**src/rtl/cpu_pkg.sv**
```systemverilog
// Shared types for the 8-bit accumulator CPU: opcode encoding and sequencer states.
package cpu_pkg;

    localparam int INSTR_W = 8;

    typedef enum logic [3:0] {
        OP_HLT = 4'h0,
        OP_SKZ = 4'h1,
        OP_ADD = 4'h2,
        OP_AND = 4'h3,
        OP_XOR = 4'h4,
        OP_LDA = 4'h5,
        OP_STO = 4'h6,
        OP_JMP = 4'h7
    } opcode_e;

    typedef enum logic [2:0] {
        ST_IDLE   = 3'd0,
        ST_FETCH  = 3'd1,
        ST_DECODE = 3'd2,
        ST_READ   = 3'd3,
        ST_WRITE  = 3'd4,
        ST_HALT   = 3'd5
    } ctrl_state_e;

endpackage

```
**src/rtl/cpu_control_fsm.sv**
```systemverilog
// Multi-cycle fetch/decode/execute sequencer: owns PC, IR and the shared memory port.
//
// state  | meaning
// IDLE   | waiting for run_i
// FETCH  | instruction read at pc, held until ack
// DECODE | one cycle, opcode dispatch, is_zero_i sampled
// READ   | operand read, accumulator loads in the ack cycle
// WRITE  | accumulator written to operand address
// HALT   | HLT executed, sticky until reset
module cpu_control_fsm
    import cpu_pkg::*;
#(
    parameter int ADDR_W = 8
) (
    input  logic              clk,
    input  logic              rst_n,
    input  logic              run_i,
    input  logic [7:0]        mem_rdata_i,
    input  logic              mem_ack_i,
    input  logic              is_zero_i,
    output logic              mem_req_o,
    output logic              mem_we_o,
    output logic [ADDR_W-1:0] mem_addr_o,
    output logic              acc_load_o,
    output logic [3:0]        alu_opcode_o,
    output logic [ADDR_W-1:0] pc_o,
    output logic              halted_o,
    output logic [2:0]        state_o
);

    ctrl_state_e         state;
    logic [ADDR_W-1:0]   pc;
    logic [ADDR_W-1:0]   pc_inc;
    logic [ADDR_W-1:0]   operand;
    logic [INSTR_W-1:0]  ir;

    assign pc_inc  = pc + ADDR_W'(1);
    assign operand = ADDR_W'(ir[3:0]);

    assign acc_load_o   = (state == ST_READ) && mem_ack_i;
    assign alu_opcode_o = ir[7:4];
    assign pc_o         = pc;
    assign state_o      = state;

    // Request, direction and address are registered on entry to a memory state,
    // so they are stable from the first request cycle through the ack cycle.
    always_ff @(posedge clk or negedge rst_n) begin
        if (!rst_n) begin
            state      <= ST_IDLE;
            pc         <= '0;
            ir         <= '0;
            mem_req_o  <= 1'b0;
            mem_we_o   <= 1'b0;
            mem_addr_o <= '0;
            halted_o   <= 1'b0;
        end else begin
            case (state)
                ST_IDLE: begin
                    if (run_i) begin
                        state      <= ST_FETCH;
                        mem_req_o  <= 1'b1;
                        mem_we_o   <= 1'b0;
                        mem_addr_o <= pc;
                    end
                end
                ST_FETCH: begin
                    if (mem_ack_i) begin
                        ir        <= mem_rdata_i;
                        pc        <= pc_inc;
                        mem_req_o <= 1'b0;
                        state     <= ST_DECODE;
                    end
                end
                ST_DECODE: begin
                    state      <= ST_FETCH;
                    mem_req_o  <= 1'b1;
                    mem_we_o   <= 1'b0;
                    mem_addr_o <= pc;
                    case (ir[7:4])
                        OP_HLT: begin
                            state     <= ST_HALT;
                            mem_req_o <= 1'b0;
                            halted_o  <= 1'b1;
                        end
                        OP_SKZ: begin
                            if (is_zero_i) begin
                                pc         <= pc_inc;
                                mem_addr_o <= pc_inc;
                            end
                        end
                        OP_ADD, OP_AND, OP_XOR, OP_LDA: begin
                            state      <= ST_READ;
                            mem_addr_o <= operand;
                        end
                        OP_STO: begin
                            state      <= ST_WRITE;
                            mem_we_o   <= 1'b1;
                            mem_addr_o <= operand;
                        end
                        OP_JMP: begin
                            pc         <= operand;
                            mem_addr_o <= operand;
                        end
                        default: ;
                    endcase
                end
                ST_READ, ST_WRITE: begin
                    // Request stays up: the next fetch follows back-to-back.
                    if (mem_ack_i) begin
                        state      <= ST_FETCH;
                        mem_we_o   <= 1'b0;
                        mem_addr_o <= pc;
                    end
                end
                ST_HALT: ;
                default: state <= ST_IDLE;
            endcase
        end
    end

endmodule

```
**config.mk**
```make
export PLATFORM = sky130hd
export DESIGN_NAME = cpu_control_fsm
export DESIGN_NICKNAME = d
export VERILOG_FILES = /design/src/rtl/cpu_pkg.sv /design/src/rtl/cpu_control_fsm.sv
export SDC_FILE = /design/constraint.sdc
export NUM_CORES = 1
export LEC_CHECK = 0
export ABC_AREA = 1
export BUFFER_PORTS_ARGS = -buffer_cell sky130_fd_sc_hd__buf_4
export CAP_MARGIN = 20
export CORE_MARGIN = 5
export CORE_UTILIZATION = 30
export DETAILED_ROUTE_END_ITERATION = 10
export HOLD_SLACK_MARGIN = 0.1
export PLACE_DENSITY = 0.5
export SLEW_MARGIN = 5
export SYNTH_ARGS = -nofsm -noshare
export SYNTH_HDL_FRONTEND = slang
export SYNTH_SLANG_ARGS = --single-unit
```
**constraint.sdc**
```tcl
create_clock -name clk -period 3.1 [get_ports clk]
set_input_delay 0.465 -clock clk [delete_from_list [all_inputs] [get_ports clk]]
set_output_delay 0.465 -clock clk [all_outputs]
set_load 0.005 [all_outputs]
```
# --- Word level (Yosys, flattened, before mapping) ---
# Index checks and enable logic that the tools add are counted.
word_totals:
  word_cells: 60
  input_bits: 13
  out_inout_bits: 27
  regBits: 30
classes:
  bitwise_logic: 1
  n_eq_ne: 16
  reduce_logical: 15
  n_mux: 20
  add_sub_neg: 1
op_table:
  columns: ["cell", "count"]
  rows:
  - ["$pmux W8 S2", 3]
  - ["$mux W8", 4]
  - ["$pmux W8 S3", 1]
  - ["$eq A4 B3 Y1 const B", 4]
  - ["$pmux W3 S5", 1]
  - ["$mux W3", 3]
  - ["$pmux W3 S3", 1]
  - ["$reduce_and A3 Y1", 3]
  - ["$add A8 B1 Y8 const B", 1]
  - ["$eq A4 B2 Y1 const B", 2]
  - ["$eq A3 B2 Y1 const B", 2]
  - ["$eq A3 B3 Y1 const B", 2]
  - ["$ne A2 B2 Y1 const B", 3]
  - ["$pmux W1 S3", 2]
  - ["$reduce_bool A3 Y1", 2]
  - ["$reduce_or A6 Y1", 1]
  - ["$mux W1", 5]
  - ["$eq A4 B1 Y1 const B", 1]
  - ["$logic_not A4 Y1", 1]
  - ["$reduce_and A2 Y1", 2]
  - ["$reduce_and A4 Y1", 1]
  - ["$reduce_or A4 Y1", 1]
  - ["$eq A3 B1 Y1 const B", 1]
  - ["$logic_not A3 Y1", 1]
  - ["other kinds (5)", 5]

# --- Depth between registers and ports, before layout ---
# Gate-level depths: netlist (run 1).
depth:
  depth_word: 4
  ltp_mapped: 10
  depth_no_buf: 10

# --- Least setup slack after synthesis (run 1) ---
# OpenSTA, ideal clock, no wires.
synth_path:
  kind: "input port to flip-flop"
  from: "input is_zero_i"
  to: "register pc[1] (netlist: pc_o[1])"
  arrival_ps: 1279
  path_slack_ps: 1705
  setup_time_ps: 116
  t_required_ps: 2984
  cell_stages: 8
  path_buffers: 1
  path_cell_list: "buf_2 -> clkinv_1 -> o21ai_0 -> a21oi_1 -> o21ai_0 -> nand2_1 -> nand2_1 -> nand2_1"
synth_between:
  elab_chain_cells: 3
synth_lines:
  columns: ["element", "line", "text"]
  rows:
  - ["start: declaration", "cpu_control_fsm.sv:20", "input logic is_zero_i,"]
  - ["$mux W8", null, null]
  - ["$pmux W8 S2 (2 in a row)", null, null]
  - ["end signal: assignment", "cpu_control_fsm.sv:69", "pc <= pc_inc;"]
  - ["end signal: assignment", "cpu_control_fsm.sv:87", "pc <= pc_inc;"]
  - ["end signal: assignment", "cpu_control_fsm.sv:101", "pc <= operand;"]
  - ["end: declaration", "cpu_control_fsm.sv:32", "logic [ADDR_W-1:0] pc;"]
# Every way passes these cells.
# A chain may end at the register's enable or synchronous reset.

# --- Worst setup path after layout (run 1) ---
layout_path:
  from: "register state[2] (netlist: state_o[2])"
  to: "register mem_addr_o[0]"
layout_between:
  elab_chain_cells: 4
  word_cells_on_any_way: 10
  classes_between: "eq/ne (5); mux (1); reduce/logical (4)"
layout_lines:
  columns: ["element", "line", "text"]
  rows:
  - ["start: declaration", "cpu_control_fsm.sv:31", "ctrl_state_e state;"]
  - ["start signal: assignment", "cpu_control_fsm.sv:49", "state <= ST_IDLE;"]
  - ["start signal: assignment", "cpu_control_fsm.sv:60", "state <= ST_FETCH;"]
  - ["start signal: assignment", "cpu_control_fsm.sv:71", "state <= ST_DECODE;"]
  - ["$eq A3 B2 Y1 or $eq A3 B3 Y1 (tied branches)", "cpu_control_fsm.sv:57", "case (state)"]
  - ["$reduce_or A2 Y1", "cpu_control_fsm.sv:57", null]
  - ["$ne A2 B2 Y1 (no line) or $reduce_bool A3 Y1 (tied branches)", null, null]
  - ["$reduce_and A3 Y1 (no line)", null, null]
  - ["end signal: assignment", "cpu_control_fsm.sv:63", "mem_addr_o <= pc;"]
  - ["end signal: assignment", "cpu_control_fsm.sv:78", "mem_addr_o <= pc;"]
  - ["end signal: assignment", "cpu_control_fsm.sv:88", "mem_addr_o <= pc_inc;"]
  - ["end: declaration", "cpu_control_fsm.sv:23", "output logic [ADDR_W-1:0] mem_addr_o,"]
# Several ways; a longest one is shown, not always the timed one.

==> impl_metrics.json, run 1 <==
{
  "status": "complete, no violations",
  "cts_max_level": 2,
  "port_buffers": 39,
  "power.leakage_uw": 0.00119,
  "ir_drop_mv": 0.371,
  "avgSynthCellArea_um2": 6.68,
  "finalHoldViolations": 0,
  "grt_util_all_layers_pct": 14.7,
  "final_layout_size_suffix_gt1_share_pct": 18.2,
  "gp_routability_congestion": 0.867,
  "synth_top_area_share_pct": 40.6,
  "r2r-start": "state_o[2]$_DFFE_PN0P_",
  "routedWlPerCell_um": 13.4,
  "criticalPathCategory": "reg2reg",
  "drt_iter0_drc": 78,
  "cpPeakStageDelay_ps": 600,
  "critPathSlowestCell": "nor2_1",
  "diodes": 0,
  "rrSetupSlack_ps": 1040,
  "rows": 28,
  "synth_area_leaders": "dfrtp_1, nand2_1, nand3_1",
  "final_cell_mix": "nand2_1, nor2_1, buf_4, nand3_1, dfrtp_1",
  "required_ps": 3280,
  "setup_viol": 0,
  "nNetsFinal": 327,
  "p_per_area_nw_per_um2": 964,
  "cp.arrival_ps": 2230,
  "crit_path_end_kind": "flip-flop",
  "cap_violations": 0,
  "synth_nets": 291,
  "ant_nets": 0,
  "boundaryPins": 40,
  "setup_tns_ps": 0,
  "core_um2": 5960,
  "synth_top_area_cell": "dfrtp_1",
  "dieArea_um2": 7830,
  "rsz0062_at_grt": "false",
  "r2r_end": "mem_addr_o[0]$_DFFE_PN0P_",
  "reg2reg_depth": 10,
  "yosysWarningCount": 0,
  "grt_pass1_wl_um": 8810,
  "path_cells": "inv_2, nand2_1, nor2_1, nand2_1, nand2_1, inv_1, nand2_1, nand2_1, nand2_1, nand2_1",
  "grt_max_degree": 31,
  "clock-skew-final_ps": 5.16,
  "initial_core_util_pct": 31.1,
  "min_period_ps": 2060,
  "hp-class": "in2async",
  "grt_pass1_vias": 1881,
  "num_vias": 1919,
  "syn_inst": 277,
  "critPathBufInv": 2,
  "areaGrowthSynthToFinish_pct": 23.3,
  "dp_hpwl_um": 4060,
  "grt_overflow": 0,
  "cp-start-kind": "flip-flop",
  "clock-root-buffer": "clkbuf_8",
  "cts_sinks": 30,
  "cts_tree": "built",
  "antenna_found_initial": 0,
  "cts_resized": 0,
  "path_delay_family": "simple AND/OR/NAND/NOR gates",
  "synth_cell_types": 23,
  "cts_setup_buffers": 0,
  "final_common_cell": "nand2_1",
  "crit_top_cell": "nand2_1",
  "worst_pin_slew_ps": 775,
  "cts_buffer_depth": 2,
  "power.total_uw": 2200,
  "worstSkewPairLatency_ps": 280,
  "holdBufCountCts": 0,
  "netlist_area_um2": 1850,
  "drtPass1Iterations": 4,
  "drv_slew": 0,
  "die-height_um": 88.5,
  "cts_buffers": 5,
  "drc": 0,
  "vias_per_cell": 4.93,
  "cp_max_fo": 13,
  "ys_seq_elements": 30,
  "relSlewSlack_pct": 48.1,
  "wirelength_um": 5210,
  "die_width_um": 88.5,
  "yosysSeqAreaShare_pct": 40.6,
  "max_freq_mhz": 486,
  "clk_pin_slew_ps": 60,
  "min_period_over_period_pct": 66.3
}
-- cell type report --
class / instances / area (um^2)
Timing Repair Buffer: 39 / 293
Clock buffer: 8 / 110
Fill cell: 656 / 3670
Sequential cell: 30 / 751
Inverter: 31 / 116
Multi-Input combinational cell: 206 / 917
Tap cell: 75 / 93.8
-- metal layers --
metal  part of all wire [%]  vias up  track usage (%)
li1                       -      956                -
met1                     44      904             18.7
met2                     48       53             24.1
met3                    6.7        6             3.91
met4                    1.4        0             4.95
met5                      0        -                0
-- power breakdown --
group / leakage, uW / internal [uW] / switching [uW]
clock: 0.0000575 / 224 / 148
combinational: 0.000782 / 449 / 617
sequential: 0.000352 / 564 / 196
-- how the worst max path moves through the flow --
stage                                 from                   endpoint  slack (ps)  cells past startpoint
floorplan                        is_zero_i        pc_o[1]$_DFFE_PN0P_        1700                      8
finish              state_o[2]$_DFFE_PN0P_  mem_addr_o[0]$_DFFE_PN0P_        1040                     10
detailed placement  state_o[2]$_DFFE_PN0P_  mem_addr_o[0]$_DFFE_PN0P_        1060                     10
global placement    state_o[2]$_DFFE_PN0P_  mem_addr_o[3]$_DFFE_PN0P_        1110                      8
global route        state_o[2]$_DFFE_PN0P_  mem_addr_o[0]$_DFFE_PN0P_         760                     10
CTS                 state_o[2]$_DFFE_PN0P_  mem_addr_o[0]$_DFFE_PN0P_        1050                     10
-- cell families (layout without fill, tap and decap cells) --
group,Yosys count,count (layout),synth area share [%]
compound gates,37,37,10.4
xor+xnor,1,1,0.474
fa+ha+maj,1,1,0.676
buf+inv,41,78,9.81
flops,30,30,40.6
mux,2,2,1.22
simple gates,165,165,36.8
-- sequential cells by signal (all words and copies together), names as in the netlist --
signal	flops
halted_o	1
ir	8
mem_addr_o	8
mem_req_o	1
mem_we_o	1
pc_o	8
state_o	3
-- synthesized netlist by cell type --
cell type / count
nand2_1: 86
nor2_1: 40
nand3_1: 31
dfrtp_1: 30
inv_1: 26
a21oi_1: 18
o21ai_0: 13
buf_4: 6
buf_2: 4
inv_2: 4
nand4_1: 3
o22ai_1: 3
mux2_2: 2
nand2_2: 2
a31oi_1: 1
clkinv_1: 1
ha_1: 1
nand3_2: 1
nor2_2: 1
nor3_1: 1
o211ai_1: 1
o21ai_1: 1
xnor2_1: 1
-- per-stage QoR --
step / utilization [%] / instances / hold slack (ps) / worst slack [ps] / instance area [um^2]
floorplan: - / 277 / 169 / 1700 / 1850
global placement: 36.4 / 381 / 434 / 1110 / 2170
detailed placement: 36.4 / 381 / 433 / 1060 / 2170
CTS: 38.3 / 389 / 125 / 1050 / 2280
global route: 38.3 / 389 / 135 / 762 / 2280
finish: 38.3 / 389 / 106 / 1040 / 2280
Power figures use the tool's default switching activity.
==> run 2, diff against run 1 <==
- clock period: 3.1 -> 2.1 ns (I/O delays scaled with it)
==> run 2 against run 1 <==
  * Flip-flop and latch count unchanged
  * Worst setup slack worse by 630 ps
  * Hold slack better by 140 ps
  * Critical path depth up 1
  * Sequential power up 43%
  * Largest power group unchanged
  * Highest routed layer unchanged
==> impl_metrics.json, run 2 (synthesis results as in run 1) <==
{
  "critPathSlowestCell": "dfrtp_1",
  "final_common_cell": "nand2_1",
  "cts_resized": 0,
  "cts_sinks": 30,
  "ant_nets": 0,
  "clk_pin_slew_ps": 70,
  "final_cell_mix": "nand2_1, buf_4, nor2_1, nand3_1, dfrtp_1",
  "grt_pass1_wl_um": 8690,
  "criticalPathCategory": "reg2reg",
  "final_layout_size_suffix_gt1_share_pct": 18.8,
  "r2r_end": "mem_addr_o[0]$_DFFE_PN0P_",
  "min_period_over_period_pct": 80.4,
  "worst_pin_slew_ps": 465,
  "cts_buffers": 5,
  "ir_drop_mv": 0.516,
  "dp_hpwl_um": 3990,
  "power.total_uw": 3200,
  "gp_routability_congestion": 0.833,
  "nNetsFinal": 332,
  "drv_slew": 0,
  "status": "complete, no violations",
  "grt_pass1_vias": 1864,
  "port_buffers": 39,
  "cp-start-kind": "flip-flop",
  "core_um2": 5960,
  "cpPeakStageDelay_ps": 460,
  "cap_violations": 0,
  "cts_buffer_depth": 2,
  "boundaryPins": 40,
  "finalHoldViolations": 0,
  "cp_max_fo": 7,
  "hold_slack_ps": 245,
  "diodes": 0,
  "cp.arrival_ps": 1860,
  "path_cells": "inv_2, nand2_1, nor2_1, buf_4, nand2_1, nand2_1, inv_1, nand2_1, nand2_1, nand2_1, nand2_1",
  "grt_max_degree": 31,
  "cts_max_level": 2,
  "areaGrowthSynthToFinish_pct": 24.5,
  "regArea_um2": 751,
  "clock-root-buffer": "clkbuf_8",
  "p_per_area_nw_per_um2": 1390,
  "crit_path_end_kind": "flip-flop",
  "die-height_um": 88.5,
  "routedWlPerCell_um": 13.1,
  "drt_iter0_drc": 101,
  "hp-class": "in2reg",
  "die_width_um": 88.5,
  "drtPass1Iterations": 4,
  "wirelength_um": 5150,
  "power.leakage_uw": 0.00121,
  "final_util_pct": 38.7,
  "required_ps": 2270,
  "grt_util_all_layers_pct": 14.3,
  "max_freq_mhz": 592,
  "cts_setup_buffers": 0,
  "rrSetupSlack_ps": 410,
  "min_from": "mem_ack_i",
  "dieArea_um2": 7830,
  "antenna_found_initial": 0,
  "min_path_cells": 2,
  "multiInputGateArea_um2": 917,
  "drc": 0,
  "rsz0062_at_grt": "false",
  "r2r-start": "state_o[2]$_DFFE_PN0P_",
  "hold_end": "state_o[1]$_DFFE_PN0P_",
  "min_period_ps": 1690,
  "rows": 28,
  "worstSkewPairLatency_ps": 280,
  "num_vias": 1878,
  "relSlewSlack_pct": 68.9,
  "initial_core_util_pct": 31.1,
  "grt_overflow": 0,
  "setup_tns_ps": 0,
  "crit_top_cell": "nand2_1",
  "reg2reg_depth": 11,
  "cts_tree": "built",
  "fill_cells": 667,
  "setup_viol": 0,
  "clock-skew-final_ps": 6.76,
  "vias_per_cell": 4.77
}
run 2: cell count changes in the layout (fill, tap and decap cells not counted), sizes merged:
cell	delta
clkinv	+1
clkbuf	-1
buf	+4
dlygate4sd3	+1
run 2: area by class of cell:
class | count | share of cell area, %
inverter | 31 | 5.05
tap | 75 | 4.08
sequential | 30 | 32.6
clock inverter | 1 | 0.217
timing repair buffer | 44 | 14.5
multi-input combinational | 206 | 39.8
clock buffer | 7 | 3.75
run 2: repair_timing:
item                                    CTS  global route
endpoints found under the setup margin    0             0
hold endpoints to repair                 30             0
hold buffers                              1             0
run 2: worst max-delay path, delay by kind of cell, from the launching register on:
kind	cells	cell delay [ps]
simple gates	8	730
buf+inv	3	380
flops	1	460
run 2: where the power goes:
part | total (uW) | internal, uW | switching, uW
Sequential | 1090 | 832 | 262
Combinational | 1620 | 688 | 930
Clock | 485 | 264 | 220
Total | 3200 | 1780 | 1410
run 2: worst max-delay path by stage:
stage	start	end	slack (ps)	cells after the start
global placement	state_o[2]$_DFFE_PN0P_	mem_addr_o[0]$_DFFE_PN0P_	440	11
finish	state_o[2]$_DFFE_PN0P_	mem_addr_o[0]$_DFFE_PN0P_	410	11
global route	state_o[2]$_DFFE_PN0P_	mem_addr_o[0]$_DFFE_PN0P_	180	11
detailed placement	state_o[2]$_DFFE_PN0P_	mem_addr_o[0]$_DFFE_PN0P_	430	11
CTS	state_o[2]$_DFFE_PN0P_	mem_addr_o[0]$_DFFE_PN0P_	420	11
floorplan	pc_o[0]$_DFFE_PN0P_	pc_o[1]$_DFFE_PN0P_	740	7
run 2: per-stage QoR:
stage / setup slack [ps] / instance area (um^2) / instances
finish: 411 / 2300 / 394
global route: 181 / 2300 / 394
global placement: 438 / 2200 / 385
detailed placement: 430 / 2200 / 385
floorplan: 741 / 1850 / 277
CTS: 415 / 2300 / 394
run 2: layer usage:
| metal | wire length (um) | track usage [%] | vias up | share of wire [%] |
|---|---|---|---|---|
| met5 | 0 | 0 | - | 0 |
| met4 | 44 | 4.12 | 0 | 0.85 |
| met3 | 238 | 3.26 | 6 | 4.6 |
| met2 | 2390 | 23.5 | 41 | 46 |
| met1 | 2470 | 18.8 | 868 | 48 |
| li1 | - | - | 963 | - |
